### config.mk
export PLATFORM = sky130hd
export DESIGN_NAME = sync_fifo_param_flat
export DESIGN_NICKNAME = d
export VERILOG_FILES = /design/src/rtl/fifo_pkg.sv /design/src/rtl/sync_fifo_param_if.sv /design/src/rtl/fifo_ram.sv /design/src/rtl/sync_fifo_param.sv /design/src/flat_wrapper.sv
export SDC_FILE = /design/constraint.sdc
export NUM_CORES = 1
export LEC_CHECK = 0
export ABC_AREA = 0
export ABC_CLOCK_PERIOD_IN_PS = 3230
export BUFFER_PORTS_ARGS = -buffer_cell sky130_fd_sc_hd__buf_2
export CAP_MARGIN = 20
export CORE_ASPECT_RATIO = 0.5
export CORE_MARGIN = 4
export CORE_UTILIZATION = 58
export CTS_CLUSTER_SIZE = 12
export DETAILED_ROUTE_END_ITERATION = 10
export GPL_TIMING_DRIVEN = 0
export PLACE_DENSITY = 0.74
export SYNTH_ARGS = -nofsm -noshare
export SYNTH_HDL_FRONTEND = slang
export SYNTH_SLANG_ARGS = --single-unit
### constraint.sdc
create_clock -name clk -period 3.23 [get_ports clk]
set_input_delay 0.4845 -clock clk [delete_from_list [all_inputs] [get_ports clk]]
set_output_delay 0.4845 -clock clk [all_outputs]
set_load 0.02 [all_outputs]
### src/rtl/fifo_pkg.sv
// fifo_pkg
//   Shared definitions for the single-clock FIFO family.
//   - clog2          : constant-foldable ceiling log2, used for pointer widths
//   - FWFT_*         : read-mode selector values
//   - params_legal   : elaboration-time sanity check of a FIFO parameter set
package fifo_pkg;

  localparam int FWFT_REGISTERED  = 0;
  localparam int FWFT_FALLTHROUGH = 1;

  function automatic int clog2(input int value);
    int result;
    result = 0;
    for (int v = value - 1; v > 0; v = v >> 1) begin
      result = result + 1;
    end
    return result;
  endfunction

  // Depth must be a power of two so the pointers can wrap for free.
  function automatic bit params_legal(input int data_w, input int depth,
                                      input int af_thresh, input int ae_thresh,
                                      input int fwft);
    return (data_w >= 1) && (depth >= 2) && ((depth & (depth - 1)) == 0) &&
           (af_thresh >= 1) && (af_thresh <= depth) &&
           (ae_thresh >= 0) && (ae_thresh < depth) &&
           ((fwft == FWFT_REGISTERED) || (fwft == FWFT_FALLTHROUGH));
  endfunction

endpackage

### src/rtl/sync_fifo_param_if.sv
// sync_fifo_param_if
//   Handshake/status bundle of sync_fifo_param.
//   master : producer/consumer side (drives wr_en, datain, rd_en)
//   slave  : the FIFO itself (drives data and all status flags)
interface sync_fifo_param_if
  import fifo_pkg::*;
#(
  parameter int DATA_W = 8,
  parameter int DEPTH  = 8
);
  localparam int CW = clog2(DEPTH) + 1;

  logic              wr_en;
  logic [DATA_W-1:0] datain;
  logic              rd_en;
  logic [DATA_W-1:0] dataout;
  logic              valid;
  logic              full;
  logic              empty;
  logic              almost_full;
  logic              almost_empty;
  logic [CW-1:0]     count;
  logic              overflow;
  logic              underflow;

  modport master (
    output wr_en, datain, rd_en,
    input  dataout, valid, full, empty, almost_full, almost_empty,
           count, overflow, underflow
  );

  modport slave (
    input  wr_en, datain, rd_en,
    output dataout, valid, full, empty, almost_full, almost_empty,
           count, overflow, underflow
  );

endinterface

### src/rtl/fifo_ram.sv
// fifo_ram
//   DATA_W x DEPTH storage array, one synchronous write port and one
//   asynchronous (combinational) read port. Contents are never reset.
//   clk     : write clock
//   wr_en   : write strobe
//   wr_addr : write address
//   wr_data : write data
//   rd_addr : read address
//   rd_data : mem[rd_addr], combinational
module fifo_ram #(
  parameter int DATA_W = 8,
  parameter int DEPTH  = 8,
  parameter int AW     = 3
) (
  input  logic              clk,
  input  logic              wr_en,
  input  logic [AW-1:0]     wr_addr,
  input  logic [DATA_W-1:0] wr_data,
  input  logic [AW-1:0]     rd_addr,
  output logic [DATA_W-1:0] rd_data
);

  logic [DATA_W-1:0] mem [DEPTH];

  always_ff @(posedge clk) begin
    if (wr_en) begin
      mem[wr_addr] <= wr_data;
    end
  end

  assign rd_data = mem[rd_addr];

endmodule

### src/rtl/sync_fifo_param.sv
// sync_fifo_param
//   Parametrised single-clock FIFO with occupancy count, almost-full /
//   almost-empty thresholds, overflow/underflow pulses and a selectable
//   registered or first-word-fall-through read mode.
//   clk : rising-edge clock
//   rst : synchronous active-high reset of all control state
//   bus : sync_fifo_param_if.slave (wr_en/datain/rd_en in, data and flags out)
module sync_fifo_param
  import fifo_pkg::*;
#(
  parameter int DATA_W    = 8,
  parameter int DEPTH     = 8,
  parameter int AF_THRESH = DEPTH - 2,
  parameter int AE_THRESH = 2,
  parameter int FWFT      = FWFT_REGISTERED
) (
  input logic              clk,
  input logic              rst,
  sync_fifo_param_if.slave bus
);

  localparam int AW = clog2(DEPTH);
  localparam logic [AW:0] FULL_LVL = DEPTH[AW:0];
  localparam logic [AW:0] AF_LVL   = AF_THRESH[AW:0];
  localparam logic [AW:0] AE_LVL   = AE_THRESH[AW:0];

  if (!params_legal(DATA_W, DEPTH, AF_THRESH, AE_THRESH, FWFT)) begin : g_bad_params
    $error("sync_fifo_param: illegal parameter set");
  end

  logic [AW-1:0]     wr_ptr_reg;
  logic [AW-1:0]     rd_ptr_reg;
  logic [AW:0]       count_reg;
  logic [AW:0]       count_next;
  logic              overflow_reg;
  logic              underflow_reg;
  logic              full;
  logic              empty;
  logic              wr_acc;
  logic              rd_acc;
  logic [DATA_W-1:0] ram_rd_data;

  // Flags come from the registered count only: a read in the same cycle
  // does not make room for a write, and vice versa.
  assign full   = (count_reg == FULL_LVL);
  assign empty  = (count_reg == '0);
  assign wr_acc = bus.wr_en && !full && !rst;
  assign rd_acc = bus.rd_en && !empty && !rst;

  always_comb begin
    count_next = count_reg;
    case ({wr_acc, rd_acc})
      2'b10:   count_next = count_reg + 1'b1;
      2'b01:   count_next = count_reg - 1'b1;
      default: count_next = count_reg;
    endcase
  end

  always_ff @(posedge clk) begin
    if (rst) begin
      wr_ptr_reg    <= '0;
      rd_ptr_reg    <= '0;
      count_reg     <= '0;
      overflow_reg  <= 1'b0;
      underflow_reg <= 1'b0;
    end else begin
      if (wr_acc) begin
        wr_ptr_reg <= wr_ptr_reg + 1'b1;
      end
      if (rd_acc) begin
        rd_ptr_reg <= rd_ptr_reg + 1'b1;
      end
      count_reg     <= count_next;
      overflow_reg  <= bus.wr_en && full;
      underflow_reg <= bus.rd_en && empty;
    end
  end

  fifo_ram #(
    .DATA_W (DATA_W),
    .DEPTH  (DEPTH),
    .AW     (AW)
  ) u_ram (
    .clk     (clk),
    .wr_en   (wr_acc),
    .wr_addr (wr_ptr_reg),
    .wr_data (bus.datain),
    .rd_addr (rd_ptr_reg),
    .rd_data (ram_rd_data)
  );

  if (FWFT == FWFT_FALLTHROUGH) begin : g_fwft
    // Head of the queue is always presented; rd_en just acknowledges it.
    assign bus.dataout = ram_rd_data;
    assign bus.valid   = !empty;
  end else begin : g_registered
    logic [DATA_W-1:0] dout_reg;
    logic              valid_reg;

    // dataout holds the last popped word; valid marks the cycle it arrived.
    always_ff @(posedge clk) begin
      if (rst) begin
        dout_reg  <= '0;
        valid_reg <= 1'b0;
      end else begin
        valid_reg <= rd_acc;
        if (rd_acc) begin
          dout_reg <= ram_rd_data;
        end
      end
    end

    assign bus.dataout = dout_reg;
    assign bus.valid   = valid_reg;
  end

  assign bus.full         = full;
  assign bus.empty        = empty;
  assign bus.almost_full  = (count_reg >= AF_LVL);
  assign bus.almost_empty = (count_reg <= AE_LVL);
  assign bus.count        = count_reg;
  assign bus.overflow     = overflow_reg;
  assign bus.underflow    = underflow_reg;

endmodule

### src/flat_wrapper.sv
// flat-port wrapper written by rule: the top's interface ports become plain ports
module sync_fifo_param_flat import fifo_pkg::*;
#(
  parameter int DATA_W    = 8,
  parameter int DEPTH     = 8,
  parameter int AF_THRESH = DEPTH - 2,
  parameter int AE_THRESH = 2,
  parameter int FWFT      = FWFT_REGISTERED
)
  (clk, rst, bus_wr_en, bus_datain, bus_rd_en, bus_dataout, bus_valid, bus_full, bus_empty, bus_almost_full, bus_almost_empty, bus_count, bus_overflow, bus_underflow);
  sync_fifo_param_if #(.DATA_W(DATA_W), .DEPTH(DEPTH)) bus_i ();
  input logic clk;
  input logic rst;
  input wire logic [$bits(bus_i.wr_en)-1:0] bus_wr_en;
  input wire logic [$bits(bus_i.datain)-1:0] bus_datain;
  input wire logic [$bits(bus_i.rd_en)-1:0] bus_rd_en;
  output wire logic [$bits(bus_i.dataout)-1:0] bus_dataout;
  output wire logic [$bits(bus_i.valid)-1:0] bus_valid;
  output wire logic [$bits(bus_i.full)-1:0] bus_full;
  output wire logic [$bits(bus_i.empty)-1:0] bus_empty;
  output wire logic [$bits(bus_i.almost_full)-1:0] bus_almost_full;
  output wire logic [$bits(bus_i.almost_empty)-1:0] bus_almost_empty;
  output wire logic [$bits(bus_i.count)-1:0] bus_count;
  output wire logic [$bits(bus_i.overflow)-1:0] bus_overflow;
  output wire logic [$bits(bus_i.underflow)-1:0] bus_underflow;
  assign bus_i.wr_en = bus_wr_en;
  assign bus_i.datain = bus_datain;
  assign bus_i.rd_en = bus_rd_en;
  assign bus_dataout = bus_i.dataout;
  assign bus_valid = bus_i.valid;
  assign bus_full = bus_i.full;
  assign bus_empty = bus_i.empty;
  assign bus_almost_full = bus_i.almost_full;
  assign bus_almost_empty = bus_i.almost_empty;
  assign bus_count = bus_i.count;
  assign bus_overflow = bus_i.overflow;
  assign bus_underflow = bus_i.underflow;
  sync_fifo_param #(.DATA_W(DATA_W), .DEPTH(DEPTH), .AF_THRESH(AF_THRESH), .AE_THRESH(AE_THRESH), .FWFT(FWFT)) u_core (.clk(clk), .rst(rst), .bus(bus_i));
endmodule
==> metrics list <==
- Result of the run: completed
- Net count, final: 266
- In this run, post-CTS hold repair placed 0 buffers.
* GRT overflow: 0
* Critical Setup Path Class: flip-flop to flip-flop
- Clock tree synthesis inserted a total of 9 buffers.
- Mean post-synth cell area: 16.9 µm²
- CTS clk-pin slew, worst paths: 0.06 ns
- Static Leakage: 1.43 nW
- List of cells traversed by the critical path: buf_6 > or4_4 > inv_4 > nor2_4 > buf_8 > ha_1 > or3_2 > o32ai_1 > mux2_2
* Headroom to the max-slew limit: 0.413
* Area growth, synth to finish: 16.5%
- Highest-delay cell along the critical path: sky130_fd_sc_hd__or4_4
- Min-delay worst type: primary input to flip-flop
- Maximum Capacitance Violations: 0
- Number of global-route vias before repair: 1874
* Post-layout instance count excluding filler cells: 327
- At the pin with the least slew margin, the transition time is 0.878 ns.
- In this run the deepest clock path goes through 2 buffers.
- Placed Cells incl. Taps: 311
* H-Tree Level Count: 3
- Post-synth net total: 220
* Async S/R FF share, synth: 0
- The initial utilization of the core area, before any placement, comes to 0.613.
* Flip-flop cell with the highest count after synthesis: sky130_fd_sc_hd__edfxtp_1
* Worst setup skew after layout: 0.00324 ns
- Ratio of total power to cell area: 634 nW/µm²
- The cell area that synthesis handed to floorplanning was 3440 µm².
- The final-report max-slew violation count was 0.
- Drc violations: 0
* Synth unique cells: 42
- Final cycle utilization of the critical path: 0.870
- Fmax: 0.356 GHz
- The register with the most flip-flops in the layout has 64 of them.
- Share of synthesized area occupied by flip-flops and latches: 0.681
- Global placer's final weighted congestion: 0.779
- Number of post-CTS setup repair buffers: 0
- After detailed routing, the total wire length is 6090 µm.
* Antenna cell count: 0
* Total setup violations reported at the end of the flow: 0
* Quantity of I/O buffers inserted on ports: 30
- Final Hold Fails: 0
- Clk Tree Root Cell: sky130_fd_sc_hd__clkbuf_16
- STA classifies the critical path startpoint as a flip-flop.
* First-pass DRT Iterations: 4
- Along the worst path, the maximum fanout reaches 11.
- Setup total negative slack on the finished layout was measured at 0 ns.
- DR iter-0 viols: 146
- Number of resized instances in the post-cts repair step: 0
- Minimum clock period: 2.81 ns
* Routed Antenna Nets: 0
- Of the cells placed in the final design, the portion with a size suffix greater than 1 is 0.386.
- The die covers 7300 µm².
* Std-Cell Core Area: 5610 µm²
- Summed over all nets, the half-perimeter wirelength after detailed placement is 4100 µm.
- The largest single stage delay on the critical path is 0.55 ns.
- Antenna violations before repair: 0
- Synthesis produced a netlist whose cell count is 203.
* Vias post-DR: 1840
* CTS sink count: 85
- Largest net degree at the start of global routing: 15
- Unrepaired setup endpoints after global routing: no
- Required time at the endpoint of the critical path: 3.45 ns
- The worst setup path is captured at a flip-flop.
- Arrival time of data at the critical path endpoint: 3.03 ns
- Routed via count divided by cell count: 5.63
- Routed wire length per instance: 18.6 µm
- VDD IR-drop max: 474 µV
- Measured along the y axis, the die boundary spans 62.4 µm.
- Number of synthesized flops with an enable pin: 64
* Warnings from Yosys: 0
- FF+latch count, synth: 85
- Chip width: 117 µm
* Global Route Usage Sum: 0.187
* Number of placement rows: 19
- The clock reaches the later pin of the worst-skew pair after 0.33 ns.
- Wire length of the first global-routing pass: 9810 µm
* CTS tree: built
* Number of top-level pins: 31
final timing paths:
check / startpoint / endpoint / cells after the start / slack [ns]
worst max-delay path: u_core.bus.count[1] / u_core.bus.count[3] / 9 / 0.42
worst min register to register: u_core.bus.dataout[0] / u_core.bus.dataout[0] / 2 / 0.51
worst max register to register: u_core.bus.count[1] / u_core.bus.count[3] / 9 / 0.42
worst min-delay path: bus_datain[0] / u_core.u_ram.mem[2][0] / 1 / 0.42
cells in the mapped netlist (3+ instances only):
library cell	instances	area share
sky130_fd_sc_hd__o22ai_1	8	0.015
sky130_fd_sc_hd__ha_1	5	0.018
sky130_fd_sc_hd__inv_1	3	0.0033
sky130_fd_sc_hd__dfxtp_1	21	0.12
sky130_fd_sc_hd__a21oi_1	3	0.0044
sky130_fd_sc_hd__nor2b_1	7	0.013
sky130_fd_sc_hd__nor2_1	12	0.013
sky130_fd_sc_hd__nor2_2	7	0.013
sky130_fd_sc_hd__xor2_1	4	0.010
sky130_fd_sc_hd__nand2b_1	3	0.0055
sky130_fd_sc_hd__edfxtp_1	64	0.56
sky130_fd_sc_hd__nor3_2	8	0.023
sky130_fd_sc_hd__xnor2_1	3	0.0076
sky130_fd_sc_hd__mux4_2	16	0.10
sky130_fd_sc_hd__nand3_1	3	0.0044
sky130_fd_sc_hd__nor3_1	4	0.0058
logic make-up after synthesis:
logic type                 after synthesis  share of synthesized area
DFF                                     85                      0.681
and+or+nand+nor                         58                      0.115
AOI/OAI and AO/OA                       18                     0.0335
muxes                                   18                      0.111
buffers and inverters                   12                     0.0237
xor gates and xnor gates                 7                     0.0178
adders and majority gates                5                     0.0182
cell usage in the layout (no fill, tap or decap), drive strengths merged, types with 5 or more instances in the layout:
cell,n
nor2b,7
nor3,12
edfxtp,64
mux4,16
ha,5
clkbuf,10
o22ai,8
nor2,20
nand3,5
dfxtp,21
inv,5
buf,42
clkinv,5
through the flow:
stage	util	setup slack [ns]	hold slack [ns]	instance area, µm²	total power [mW]
floorplan	-	0.438	0.532	3440	1.49
global route	0.714	0.338	0.424	4010	2.64
global placement	0.656	0.191	0.485	3680	1.57
CTS	0.714	0.414	0.408	4010	2.56
detailed placement	0.662	0.441	0.498	3720	1.58
finish	0.714	0.421	0.422	4010	2.54
power by group:
part / leakage, nW / total (mW) / internal [mW] / switching, mW
clock network: 0.145 / 0.987 / 0.594 / 0.393
logic: 0.534 / 0.313 / 0.133 / 0.181
registers: 0.749 / 1.24 / 1.21 / 0.0268
per-layer routing:
metal	vias to the layer above	track usage	wire, µm
li1	878	-	-
met1	880	0.255	2690
met2	73	0.276	2760
met3	9	0.0648	559
met4	0	0.0787	80
met5	-	0	0
critical path, delay by kind of cell, from the launching register on:
| family | cells | cell delay (ns) |
|---|---|---|
| buffers and inverters | 3 | 0.37 |
| adders and majority gates | 1 | 0.36 |
| and+or+nand+nor | 3 | 1.10 |
| AOI/OAI and AO/OA | 1 | 0.16 |
| muxes | 1 | 0.37 |
| DFF | 1 | 0.32 |
cell type report:
cell class / instances / area (µm²)
Fill cell: 353 / 1600
Tap cell: 73 / 91.3
Clock buffer: 9 / 225
Inverter: 4 / 17.5
Sequential cell: 85 / 2340
Multi-Input combinational cell: 106 / 1020
Buffer: 8 / 63.8
Clock inverter: 7 / 65.1
Timing Repair Buffer: 35 / 180
Note: power is estimated with default switching activity, not from simulation.
